File: config.mk
export PLATFORM = sky130hd
export DESIGN_NAME = lfsr_decrypt
export DESIGN_NICKNAME = d
export VERILOG_FILES = /design/src/rtl/lfsr_pkg.sv /design/src/rtl/lfsr_core.sv /design/src/rtl/lfsr_decrypt.sv
export SDC_FILE = /design/constraint.sdc
export NUM_CORES = 1
export LEC_CHECK = 0
export ABC_AREA = 0
export ABC_CLOCK_PERIOD_IN_PS = 3470
export BUFFER_PORTS_ARGS = -buffer_cell sky130_fd_sc_hd__buf_2
export CORE_MARGIN = 3
export CORE_UTILIZATION = 25
export CTS_CLUSTER_DIAMETER = 30
export DETAILED_ROUTE_END_ITERATION = 8
export HOLD_SLACK_MARGIN = 0.02
export PLACE_DENSITY = 0.53
export SETUP_SLACK_MARGIN = 0.05
export SYNTH_ARGS = -nofsm -noshare
export SYNTH_HDL_FRONTEND = slang
export SYNTH_SLANG_ARGS = --single-unit
File: constraint.sdc
create_clock -name clk -period 3.47 [get_ports clk]
set_input_delay 0 -clock clk [delete_from_list [all_inputs] [get_ports clk]]
set_output_delay 0 -clock clk [all_outputs]
set_load 0.02 [all_outputs]
File: src/rtl/lfsr_pkg.sv
// lfsr_pkg
// Shared definitions for the LFSR packet decryptor:
//   LFSR_W         default LFSR state width
//   PREAMBLE_CHAR  value every decrypted preamble byte must equal
//   PAYLOAD_MARK   bit that must be set on every encrypted payload byte
//   state_t        decryptor control states
package lfsr_pkg;

    localparam int         LFSR_W        = 5;
    localparam logic [7:0] PREAMBLE_CHAR = 8'h7E;
    localparam logic [7:0] PAYLOAD_MARK  = 8'h80;

    typedef enum logic [2:0] {
        ST_IDLE     = 3'd0,
        ST_LOAD     = 3'd1,
        ST_PREAMBLE = 3'd2,
        ST_PAYLOAD  = 3'd3,
        ST_DONE     = 3'd4
    } state_t;

endpackage

File: src/rtl/lfsr_core.sv
// lfsr_core
// Fibonacci-style shift register that generates the keystream.
// Each advance shifts left and inserts the XOR of the tapped bits at bit 0.
// Ports:
//   clk        clock, rising edge
//   rst        synchronous active-high reset (state cleared to 0)
//   i_load     load i_seed (has priority over i_advance)
//   i_advance  step the register once
//   i_seed     value loaded on i_load
//   i_taps     feedback tap mask
//   o_lfsr     current register state
module lfsr_core
    import lfsr_pkg::*;
#(
    parameter int W = LFSR_W
) (
    input  logic         clk,
    input  logic         rst,
    input  logic         i_load,
    input  logic         i_advance,
    input  logic [W-1:0] i_seed,
    input  logic [W-1:0] i_taps,
    output logic [W-1:0] o_lfsr
);

    logic [W-1:0] r_lfsr;
    logic [W-1:0] w_tapped;
    logic         w_feedback;

    genvar gi;
    generate
        for (gi = 0; gi < W; gi++) begin : g_tap
            assign w_tapped[gi] = r_lfsr[gi] & i_taps[gi];
        end
    endgenerate

    assign w_feedback = ^w_tapped;

    always_ff @(posedge clk) begin
        if (rst) begin
            r_lfsr <= '0;
        end else if (i_load) begin
            r_lfsr <= i_seed;
        end else if (i_advance) begin
            r_lfsr <= {r_lfsr[W-2:0], w_feedback};
        end
    end

    assign o_lfsr = r_lfsr;

endmodule

File: src/rtl/lfsr_decrypt.sv
// lfsr_decrypt
// Decrypts a packet made of preLen preamble bytes followed by payLen payload
// bytes. Each accepted byte is XORed with the zero-extended LFSR state, after
// which the LFSR steps once. Decrypted payload bytes are output with bit 7
// cleared, one cycle after acceptance.
// Optional feature: define LFSR_DECRYPT_PREAMBLE_CHECK_EN to compare every
// decrypted preamble byte with PREAMBLE_CHAR; otherwise preambleErr stays 0.
// Ports:
//   clk, rst            clock, synchronous active-high reset
//   decRqst             start request (IDLE only), latches preLen/taps/seed/payLen
//   preLen, payLen      preamble / payload byte counts (0 skips the phase)
//   taps, seed          LFSR feedback mask and initial state
//   validIn, encByte    encrypted byte stream
//   plainByte, validOut decrypted payload byte and its strobe
//   done                one-cycle end-of-packet pulse
//   preambleErr         sticky preamble mismatch flag
//   bit7Err             sticky flag: payload byte arrived with bit 7 clear
module lfsr_decrypt #(
    parameter int DW     = 8,
    parameter int LFSR_W = lfsr_pkg::LFSR_W
) (
    input  logic              clk,
    input  logic              rst,
    input  logic              decRqst,
    input  logic [7:0]        preLen,
    input  logic [LFSR_W-1:0] taps,
    input  logic [LFSR_W-1:0] seed,
    input  logic [7:0]        payLen,
    input  logic              validIn,
    input  logic [DW-1:0]     encByte,
    output logic [DW-1:0]     plainByte,
    output logic              validOut,
    output logic              done,
    output logic              preambleErr,
    output logic              bit7Err
);
    import lfsr_pkg::*;

    state_t            r_state;
    logic [7:0]        r_pre_len;
    logic [7:0]        r_pay_len;
    logic [LFSR_W-1:0] r_taps;
    logic [LFSR_W-1:0] r_seed;
    logic [7:0]        r_cnt;
    logic [DW-1:0]     r_plain;
    logic              r_valid;
    logic              r_done;
    logic              r_bit7_err;
`ifdef LFSR_DECRYPT_PREAMBLE_CHECK_EN
    logic              r_preamble_err;
`endif

    logic [LFSR_W-1:0] w_lfsr;
    logic              w_accept;
    logic [DW-1:0]     w_dec;
    logic [7:0]        w_cnt_inc;
    logic              w_last;

    // Bytes are only consumed in the two data phases; validIn elsewhere is dropped.
    assign w_accept  = validIn && ((r_state == ST_PREAMBLE) || (r_state == ST_PAYLOAD));
    assign w_dec     = encByte ^ {{(DW-LFSR_W){1'b0}}, w_lfsr};
    assign w_cnt_inc = r_cnt + 8'd1;
    // Compare against count+1 so a length of 255 finishes without the counter wrapping.
    assign w_last    = (w_cnt_inc == ((r_state == ST_PREAMBLE) ? r_pre_len : r_pay_len));

    lfsr_core #(
        .W (LFSR_W)
    ) u_lfsr_core (
        .clk       (clk),
        .rst       (rst),
        .i_load    (r_state == ST_LOAD),
        .i_advance (w_accept),
        .i_seed    (r_seed),
        .i_taps    (r_taps),
        .o_lfsr    (w_lfsr)
    );

    always_ff @(posedge clk) begin
        if (rst) begin
            r_state    <= ST_IDLE;
            r_pre_len  <= '0;
            r_pay_len  <= '0;
            r_taps     <= '0;
            r_seed     <= '0;
            r_cnt      <= '0;
            r_plain    <= '0;
            r_valid    <= 1'b0;
            r_done     <= 1'b0;
            r_bit7_err <= 1'b0;
`ifdef LFSR_DECRYPT_PREAMBLE_CHECK_EN
            r_preamble_err <= 1'b0;
`endif
        end else begin
            r_valid <= 1'b0;
            r_done  <= 1'b0;
            case (r_state)
                ST_IDLE: begin
                    if (decRqst) begin
                        r_pre_len  <= preLen;
                        r_pay_len  <= payLen;
                        r_taps     <= taps;
                        r_seed     <= seed;
                        r_bit7_err <= 1'b0;
`ifdef LFSR_DECRYPT_PREAMBLE_CHECK_EN
                        r_preamble_err <= 1'b0;
`endif
                        r_state    <= ST_LOAD;
                    end
                end
                ST_LOAD: begin
                    r_cnt <= '0;
                    if (r_pre_len != 8'd0) begin
                        r_state <= ST_PREAMBLE;
                    end else if (r_pay_len != 8'd0) begin
                        r_state <= ST_PAYLOAD;
                    end else begin
                        r_state <= ST_DONE;
                        r_done  <= 1'b1;
                    end
                end
                ST_PREAMBLE: begin
                    if (w_accept) begin
`ifdef LFSR_DECRYPT_PREAMBLE_CHECK_EN
                        if (w_dec != PREAMBLE_CHAR) begin
                            r_preamble_err <= 1'b1;
                        end
`endif
                        if (w_last) begin
                            r_cnt <= '0;
                            if (r_pay_len != 8'd0) begin
                                r_state <= ST_PAYLOAD;
                            end else begin
                                r_state <= ST_DONE;
                                r_done  <= 1'b1;
                            end
                        end else begin
                            r_cnt <= w_cnt_inc;
                        end
                    end
                end
                ST_PAYLOAD: begin
                    if (w_accept) begin
                        r_plain <= w_dec & ~PAYLOAD_MARK;
                        r_valid <= 1'b1;
                        if ((encByte & PAYLOAD_MARK) == '0) begin
                            r_bit7_err <= 1'b1;
                        end
                        if (w_last) begin
                            r_cnt   <= '0;
                            r_state <= ST_DONE;
                            r_done  <= 1'b1;
                        end else begin
                            r_cnt <= w_cnt_inc;
                        end
                    end
                end
                ST_DONE: begin
                    r_state <= ST_IDLE;
                end
                default: begin
                    r_state <= ST_IDLE;
                end
            endcase
        end
    end

    assign plainByte = r_plain;
    assign validOut  = r_valid;
    assign done      = r_done;
    assign bit7Err   = r_bit7_err;
`ifdef LFSR_DECRYPT_PREAMBLE_CHECK_EN
    assign preambleErr = r_preamble_err;
`else
    assign preambleErr = 1'b0;
`endif

endmodule
==> metrics.md, run 1 <==
| Metric | Value |
|---|---|
| Run status | completed |
| Syn Area/Cell | 8.08 um^2 |
| Post-synth EDFFs | 0 |
| GR Util All Layers | 0.119 |
| I/O pin cnt | 50 |
| Share of cells above drive strength 1 | 0.173 |
| RSZ-0062 raised after global routing | false |
| CTS Sinks | 52 |
| Initial Util | 0.258 |
| H-tree depth | 2 |
| WP data arrival | 3.02 ns |
| Fin crit share | 0.810 |
| Crit-path slowest cell | dfxtp_1 |
| Full die area | 0.0114 mm^2 |
| IO buf count | 47 |
| Syn Inst Count | 314 |
| Commonest non-fill, non-tap cell in the layout | nand2_1 |
| Worst-path clk slew | 0.11 ns |
| TritonCTS clock tree | built |
| Cell family with most CP delay | simple AND/OR/NAND/NOR gates |
| 1st-iter DRT viols | 173 |
| Post-synthesis register bit count | 52 |
| Placer Congestion | 0.805 |
| Fin. Hold Viols | 0 |
| Worst hold slack | 0.0443 ns |
| Leakage | 1.28 nW |
| Initial antenna violation count | 0 |
| Postcts setup bufs | 0 |
| 1st-pass router iterations | 4 |
| Synth-to-layout area growth | 29.8% |
| F_max | 356 MHz |
| Synth async-reset ratio | 0 |
| Row cnt | 36 |
| Fillers | 1096 |
| Detailed placement HPWL | 4.72 mm |
| Height of the die | 107 um |
| Slew HR | 0.304 |
| Worst-Margin Slew | 1.04 ns |
| Core box area | 0.00982 mm^2 |
| Skew final | 0.00834 ns |
| Final WL | 6.59 mm |
| Post-CTS resize count | 0 |
| Total of max-cap violations | 0 |
| Final setup violating endpoints | 0 |
| Min cycle time layout | 2.81 ns |
| Worst Path Required | 3.68 ns |
| Antenna cells | 0 |
| CP Class | reg2reg |
| DR WL/cell | 12.6 um |
| Max VDD drop | 0.180 mV |
| Max-slew violation count | 0 |
| Post-synthesis sequential area ratio | 0.410 |
| Clk root buf | clkbuf_8 |
| Crit-path cells | nor3b_2, mux2_4, xnor3_1, or3_1, a211oi_2, buf_4, nor4_2, a221o_1 |
| Post-route ant nets | 0 |
| Nets@finish | 426 |
| Setup Total Neg Slack | 0 ns |
| Clock latency on the worst-skew pair | 0.32 ns |
| Pin count of the biggest net entering global routing | 28 |
| Vias per inst | 4.50 |
| First-pass GRT wire length | 10.9 mm |
| Cell Area, Synth | 0.00254 mm^2 |
| Worst Setup End Kind | register |
| Detailed-route via count | 2346 |
| CTS Buf Count | 5 |
| Number of global-route vias before repair | 2208 |
| CP Launch Type | register |
| Grt ovf | 0 |
| CP max FO | 10 |
| Most frequent cells in the layout | nand2_1, dfxtp_1, buf_2 |
| Worst Hold Class | in2reg |
| Yosys cell types | 49 |
| CP bufs+invs | 1 |
| Bufs on Longest Clock Path | 2 |
| CP max stage delay | 0.41 ns |
| Die X | 107 um |
| Ys flop type | dfxtp_1 |
| Pwr/cell area | 537 mW/mm^2 |
| # DRC | 0 |
| Ys Warns | 0 |
worst register-to-register path, stage by stage, from the launching register on:
cell and delay [ns]:
dfxtp_1 0.41, nor3b_2 0.35, mux2_4 0.34, xnor3_1 0.33, or3_1 0.35, a211oi_2 0.37
buf_4 0.23, nor4_2 0.06, a221o_1 0.27
registers in the layout (all words and copies together) (netlist names):
| signal | cells |
|---|---|
| r_taps | 5 |
| r_pay_len | 8 |
| validOut | 1 |
| bit7Err | 1 |
| plainByte | 7 |
| r_cnt | 8 |
| r_state | 3 |
| done | 1 |
| r_seed | 5 |
| r_pre_len | 8 |
| u_lfsr_core.o_lfsr | 5 |
cells by family (layout without fill, tap and decap cells):
logic type      Yosys count  after routing  synth area share
compound gates           66             66             0.169
xor+xnor                 20             20            0.0745
fa+ha+maj                 1              1           0.00493
buf+inv                  24             97            0.0518
flops                    52             52             0.410
mux                       9              9            0.0375
other cells               1              2           0.00148
simple gates            141            141             0.251
area by class of cell:
| type | count | area [um^2] | share of cell area |
|---|---|---|---|
| multi-input combinational | 239 | 1370 | 0.415 |
| sequential | 52 | 1040 | 0.316 |
| timing repair buffer | 85 | 606 | 0.184 |
| tap | 133 | 166 | 0.0506 |
| clock buffer | 5 | 68.8 | 0.0209 |
| clock inverter | 3 | 27.5 | 0.00836 |
| inverter | 4 | 15.0 | 0.00456 |
power by group:
part           internal, mW  switching, mW  leakage, nW
Clock                 0.149          0.226       0.0463
Combinational         0.251          0.363        0.807
Sequential            0.688         0.0904        0.424
path summary, 6_finish.rpt:
path               from          to  slack, ns  depth (start not counted)
max          r_state[0]    r_cnt[6]       0.66                          8
min             validIn  r_state[0]       0.04                          3
max reg2reg  r_state[0]    r_cnt[6]       0.66                          8
min reg2reg   r_taps[1]   r_taps[1]       0.46                          2
per-layer routing:
layer / routed length [um] / vias up / share of wire / global-route usage
li1: - / 1226 / - / -
met1: 3180 / 1044 / 0.48 / 0.164
met2: 2970 / 67 / 0.45 / 0.184
met3: 294 / 9 / 0.045 / 0.0187
met4: 138 / 0 / 0.021 / 0.0511
met5: 0 / - / 0 / 0
timing repair:
item	CTS	global route
endpoints found under the setup margin	0	0
hold buffers	34	0
endpoints found under the hold margin	34	0
synthesized netlist by cell type (4+ instances only):
cell / number / area share
xnor2_1: 11 / 0.038
nor4_1: 5 / 0.012
a211oi_1: 6 / 0.018
nor3_1: 6 / 0.012
a21boi_0: 4 / 0.012
clkbuf_1: 12 / 0.018
or3_1: 8 / 0.020
a21oi_1: 34 / 0.067
nor2_1: 19 / 0.028
dfxtp_1: 52 / 0.41
nand2_1: 82 / 0.12
mux2i_1: 8 / 0.032
nand2b_1: 4 / 0.0099
buf_6: 4 / 0.018
xor2_1: 8 / 0.028
stage by stage:
| step | util | cell area, um^2 | cells | power [mW] | worst slack, ns |
|---|---|---|---|---|---|
| after floorplan | - | 2540 | 315 | 1.24 | 0.952 |
| after global placement | 0.291 | 2860 | 479 | 1.37 | 0.706 |
| after detailed placement | 0.291 | 2860 | 479 | 1.38 | 0.704 |
| after CTS | 0.335 | 3290 | 521 | 1.78 | 0.656 |
| after global routing | 0.335 | 3290 | 521 | 1.89 | 0.453 |
| final | 0.335 | 3290 | 521 | 1.77 | 0.660 |
(Power assumes the default switching activity.)
==> run 2, diff against run 1 <==
--- a/config.mk
+++ b/config.mk
@@ -6,14 +6,14 @@
 export NUM_CORES = 1
 export LEC_CHECK = 0
 export ABC_AREA = 0
-export ABC_CLOCK_PERIOD_IN_PS = 3470
+export ABC_CLOCK_PERIOD_IN_PS = 2300
 export BUFFER_PORTS_ARGS = -buffer_cell sky130_fd_sc_hd__buf_2
 export CORE_MARGIN = 3
 export CORE_UTILIZATION = 25
 export CTS_CLUSTER_DIAMETER = 30
 export DETAILED_ROUTE_END_ITERATION = 8
 export HOLD_SLACK_MARGIN = 0.02
-export PLACE_DENSITY = 0.53
+export PLACE_DENSITY = 0.55
 export SETUP_SLACK_MARGIN = 0.05
 export SYNTH_ARGS = -nofsm -noshare
 export SYNTH_HDL_FRONTEND = slang
==> constraint.sdc (replaced) <==
create_clock -name clk -period 2.3 [get_ports clk]
set_input_delay 0 -clock clk [delete_from_list [all_inputs] [get_ports clk]]
set_output_delay 0 -clock clk [all_outputs]
set_load 0.02 [all_outputs]
==> metrics.md, run 2 (synthesized netlist as in run 1, its figures left out) <==
| Metric | Value |
|---|---|
| CTS Buf Count | 5 |
| FF-to-FF path depth | 9 |
| CP Launch Type | register |
| Worst Hold Class | in2reg |
| Most frequent cells in the layout | nand2_1, dfxtp_1, buf_2 |
| Fillers | 1069 |
| Fin. Hold Viols | 0 |
| Inst Count DP | 500 |
| I/O pin cnt | 50 |
| Initial Util | 0.258 |
| 1st-iter DRT viols | 182 |
| Top Registers | r_cnt (8), r_pay_len (8), r_pre_len (8) |
| TritonCTS clock tree | built |
| Die X | 107 um |
| Synth-to-layout area growth | 40.7% |
| Grt ovf | 0 |
| Max-slew violation count | 0 |
| Row cnt | 36 |
| Full die area | 0.0114 mm^2 |
| CTS Sinks | 52 |
| Worst Path Required | 2.50 ns |
| CP Class | reg2reg |
| Final cell count without fillers | 546 |
| IO buf count | 47 |
| Post-route cell area | 0.00357 mm^2 |
| WP data arrival | 2.63 ns |
| Hold path start | validIn |
| Skew final | 0.0137 ns |
| Worst Setup End Kind | register |
| DR WL/cell | 12.6 um |
| Post-route ant nets | 0 |
| Bufs on Longest Clock Path | 2 |
| Worst hold slack | 0.0505 ns |
| Commonest non-fill, non-tap cell in the layout | nand2_1 |
| F_max | 411 MHz |
| Detailed placement HPWL | 5.03 mm |
| Area after DPL | 0.00304 mm^2 |
| Min cycle time layout | 2.43 ns |
| Core box area | 0.00982 mm^2 |
| Clk root buf | clkbuf_8 |
| Height of the die | 107 um |
| Nets@finish | 451 |
| Final WL | 6.88 mm |
| CP max FO | 8 |
| Max VDD drop | 0.312 mV |
| Worst Setup Slack, final | -0.133 ns |
| Initial antenna violation count | 0 |
| Number of global-route vias before repair | 2337 |
| Placer Congestion | 0.862 |
| 1st-pass router iterations | 5 |
| Vias per inst | 4.44 |
| First-pass GRT wire length | 11.4 mm |
| RSZ-0062 raised after global routing | true |
| Failing checks | setup timing |
| Worst-Margin Slew | 0.561 ns |
| Setup slack, reg-to-reg | -0.13 ns |
| H-tree depth | 2 |
| Clock latency on the worst-skew pair | 0.31 ns |
| Total of max-cap violations | 0 |
| Hold EP | r_state[0] |
| Pin count of the biggest net entering global routing | 28 |
| Reg2reg start | r_state[2] |
| Antenna cells | 0 |
| GR Util All Layers | 0.124 |
| Hold Path Depth | 3 |
| Worst setup path start | r_state[2] |
| Final setup violating endpoints | 9 |
| Run status | finished, violations left |
| Detailed-route via count | 2424 |
| Crit Reg-Reg Endpoint | r_cnt[6] |
| Share of cells above drive strength 1 | 0.259 |
| Fin crit share | 1.06 |
| # DRC | 0 |
| Worst-path clk slew | 0.10 ns |
| Leakage | 1.43 nW |
| Pwr/cell area | 799 mW/mm^2 |
| Slew HR | 0.625 |
## run 2: cell types whose count changed in the layout (fill, tap and decap cells not counted), sizes merged
cell	previous run	this run
clkinvlp	1	0
buf	51	76
clkbuf	5	6
## run 2: worst max path at each step
stage	endpoint	slack (ns)
2_1_floorplan	r_cnt[6]	-0.05
3_3_place_gp	r_cnt[6]	-0.07
3_5_place_dp	r_cnt[6]	-0.11
4_1_cts	r_cnt[6]	-0.12
5_1_grt	r_cnt[6]	-0.26
6_report	r_cnt[6]	-0.13
## run 2: power breakdown
part	switching, mW	leakage (nW)	internal, mW
logic	0.622	0.953	0.508
registers	0.119	0.426	1.04
clock network	0.314	0.0516	0.247
total	1.05	1.43	1.80
## run 2: per-layer routing
layer | part of all wire | GRT usage | wire (um)
met1 | 0.48 | 0.166 | 3320
met2 | 0.47 | 0.205 | 3270
met3 | 0.032 | 0.0138 | 223
met4 | 0.010 | 0.0447 | 72
met5 | 0 | 0 | 0
## run 2: final cells by class
cell class | instances | area [um^2] | area share
clock buffers | 6 | 82.6 | 0.0231
multi-input cells | 239 | 1440 | 0.404
repair buffers | 110 | 802 | 0.225
flip-flops and latches | 52 | 1050 | 0.293
clock inverters | 2 | 13.8 | 0.00386
well taps | 133 | 166 | 0.0466
inverters | 4 | 15.0 | 0.00421
## run 2: stage by stage
step | power [mW] | setup TNS [ns] | worst slack, ns | util
CTS | 2.82 | -0.429 | -0.118 | 0.357
global placement | 2.17 | -0.278 | -0.0684 | 0.309
finish | 2.85 | -0.755 | -0.133 | 0.364
detailed placement | 2.18 | -0.568 | -0.107 | 0.309
floorplan | 1.89 | -0.0980 | -0.0548 | -
global route | 3.06 | -2.14 | -0.263 | 0.364
## run 2: repair_timing
| action | CTS | global route |
|---|---|---|
| gates resized for setup | 8 | 12 |
| hold buffers | 34 | 0 |
| setup endpoints to repair | 11 | 12 |
| pin swaps | 3 | 5 |
| buffers inserted | 0 | 3 |
| cloned | 0 | 1 |
| hold endpoints to repair | 34 | 0 |
## run 2: worst max-delay path: stages, from the launching register on
cell	delay, ns
dfxtp_2	0.34
nor3b_2	0.19
buf_6	0.18
mux2_4	0.31
xnor3_1	0.18
or3_4	0.35
a211oi_4	0.30
buf_6	0.17
nor4_2	0.04
a221o_1	0.27
==> run 3, diff against run 2 <==
--- a/config.mk
+++ b/config.mk
@@ -6,14 +6,15 @@
 export NUM_CORES = 1
 export LEC_CHECK = 0
 export ABC_AREA = 0
-export ABC_CLOCK_PERIOD_IN_PS = 2300
+export ABC_CLOCK_PERIOD_IN_PS = 3000
 export BUFFER_PORTS_ARGS = -buffer_cell sky130_fd_sc_hd__buf_2
 export CORE_MARGIN = 3
 export CORE_UTILIZATION = 25
 export CTS_CLUSTER_DIAMETER = 30
 export DETAILED_ROUTE_END_ITERATION = 8
 export HOLD_SLACK_MARGIN = 0.02
-export PLACE_DENSITY = 0.55
+export MAX_ROUTING_LAYER = met4
+export PLACE_DENSITY = 0.53
 export SETUP_SLACK_MARGIN = 0.05
 export SYNTH_ARGS = -nofsm -noshare
 export SYNTH_HDL_FRONTEND = slang
==> constraint.sdc (replaced) <==
create_clock -name clk -period 3 [get_ports clk]
set_input_delay 0 -clock clk [delete_from_list [all_inputs] [get_ports clk]]
set_output_delay 0 -clock clk [all_outputs]
set_load 0.02 [all_outputs]
==> metrics.md, run 3 (synthesized netlist as in run 1, its figures left out) <==
| Metric | Value |
|---|---|
| Worst Setup End Kind | register |
| Max-slew violation count | 0 |
| TritonCTS clock tree | built |
| RSZ-0062 raised after global routing | false |
| F_max | 369 MHz |
| Slew HR | 0.344 |
| Full die area | 0.0114 mm^2 |
| Post-route ant nets | 0 |
| Storage cell area | 0.00104 mm^2 |
| Antenna cells | 0 |
| Worst-Margin Slew | 0.983 ns |
| Initial antenna violation count | 0 |
| Clock latency on the worst-skew pair | 0.31 ns |
| Synth-to-layout area growth | 32.0% |
| Row cnt | 36 |
| Number of global-route vias before repair | 2210 |
| Run status | completed |
| Worst-path clk slew | 0.11 ns |
| Grt ovf | 0 |
| Setup Total Neg Slack | 0 ns |
| Placer Congestion | 0.854 |
| Max VDD drop | 0.298 mV |
| DR WL/cell | 12.5 um |
| IO buf count | 47 |
| Fillers | 1058 |
| Vias per inst | 4.47 |
| Detailed-route via count | 2337 |
| Most frequent cells in the layout | nand2_1, dfxtp_1, buf_2 |
| Height of the die | 107 um |
| CP Class | reg2reg |
| 1st-iter DRT viols | 195 |
| CP Launch Type | register |
| Final cell count without fillers | 523 |
| Total of max-cap violations | 0 |
| Final WL | 6.54 mm |
| Worst Setup Slack, final | 0.289 ns |
| I/O pin cnt | 50 |
| Die X | 107 um |
| Min cycle time layout | 2.71 ns |
| Final setup violating endpoints | 0 |
| Pwr/cell area | 656 mW/mm^2 |
| GR Util All Layers | 0.121 |
| CTS Sinks | 52 |
| Skew final | 0.0139 ns |
| Commonest non-fill, non-tap cell in the layout | nand2_1 |
| CTS Buf Count | 5 |
| First-pass GRT wire length | 11.0 mm |
| Pre-CTS setup slack | 0.334 ns |
| WP data arrival | 2.95 ns |
| Initial Util | 0.258 |
| CP max FO | 10 |
| Clk root buf | clkbuf_8 |
| Bufs on Longest Clock Path | 2 |
| Fin. Hold Viols | 0 |
| Detailed placement HPWL | 4.71 mm |
| Pin count of the biggest net entering global routing | 31 |
| Area of the multi-input gates | 0.00137 mm^2 |
| Top Registers | r_cnt (8), r_pay_len (8), r_pre_len (8) |
| Worst Path Required | 3.24 ns |
| Share of cells above drive strength 1 | 0.177 |
| 1st-pass router iterations | 4 |
| Leakage | 1.31 nW |
| Inst Count DP | 481 |
| Post-CTS resize count | 0 |
| Fin crit share | 0.904 |
| Core box area | 0.00982 mm^2 |
| H-tree depth | 2 |
| Worst Hold Class | in2reg |
| # DRC | 0 |
| Nets@finish | 428 |
run 3: cell types whose count changed in the layout (fill, tap and decap cells not counted), sizes merged:
| cell | previous run | this run |
|---|---|---|
| buf | 76 | 53 |
| bufinv | 0 | 2 |
| clkbuf | 6 | 5 |
| clkinv | 2 | 1 |
run 3: where the power goes:
group	total, mW	switching [mW]	internal (mW)
clock network	0.581	0.245	0.336
logic	0.716	0.415	0.300
registers	0.899	0.103	0.796
run 3: final timing paths:
check              from    endpoint  slack, ns  cells past startpoint
min reg2reg   r_taps[1]   r_taps[1]       0.46                      2
max          r_state[0]    r_cnt[0]       0.29                      9
min             validIn  r_state[0]       0.05                      3
max reg2reg  r_state[0]    r_cnt[0]       0.29                      9
run 3: critical path, cell delays in order (launching register included):
cell      delay, ns
dfxtp_1        0.41
nor3b_2        0.27
buf_4          0.22
mux2i_1        0.37
nor3_1         0.10
o31ai_1        0.35
a211oi_2       0.15
buf_4          0.18
or3_2          0.45
a21oi_1        0.14
run 3: what timing repair did:
item                      4_1_cts  5_1_grt
hold endpoints to repair       34        0
setup buffers                   0        0
hold buffers                   34        0
run 3: layout make-up:
| class | count | share of cell area |
|---|---|---|
| clock buffers | 5 | 0.0206 |
| well taps | 133 | 0.0497 |
| clock inverters | 3 | 0.0206 |
| flip-flops and latches | 52 | 0.311 |
| multi-input cells | 239 | 0.408 |
| repair buffers | 87 | 0.185 |
| inverters | 4 | 0.00448 |
run 3: through the flow:
| step | total power, mW | hold slack [ns] | util | instance area [um^2] |
|---|---|---|---|---|
| finish | 2.20 | 0.0455 | 0.341 | 3350 |
| global route | 2.35 | 0.0688 | 0.341 | 3350 |
| CTS | 2.22 | 0.0466 | 0.341 | 3350 |
| detailed placement | 1.60 | 0.247 | 0.292 | 2870 |
| global placement | 1.60 | 0.241 | 0.292 | 2870 |
| floorplan | 1.43 | 0.136 | - | 2540 |
run 3: routing by layer:
metal | vias to the layer above | wire length, um | GRT usage
li1 | 1226 | - | -
met1 | 1042 | 3240 | 0.166
met2 | 65 | 2900 | 0.184
met3 | 4 | 309 | 0.0175
met4 | 0 | 91 | 0.0429
met5 | - | 0 | -
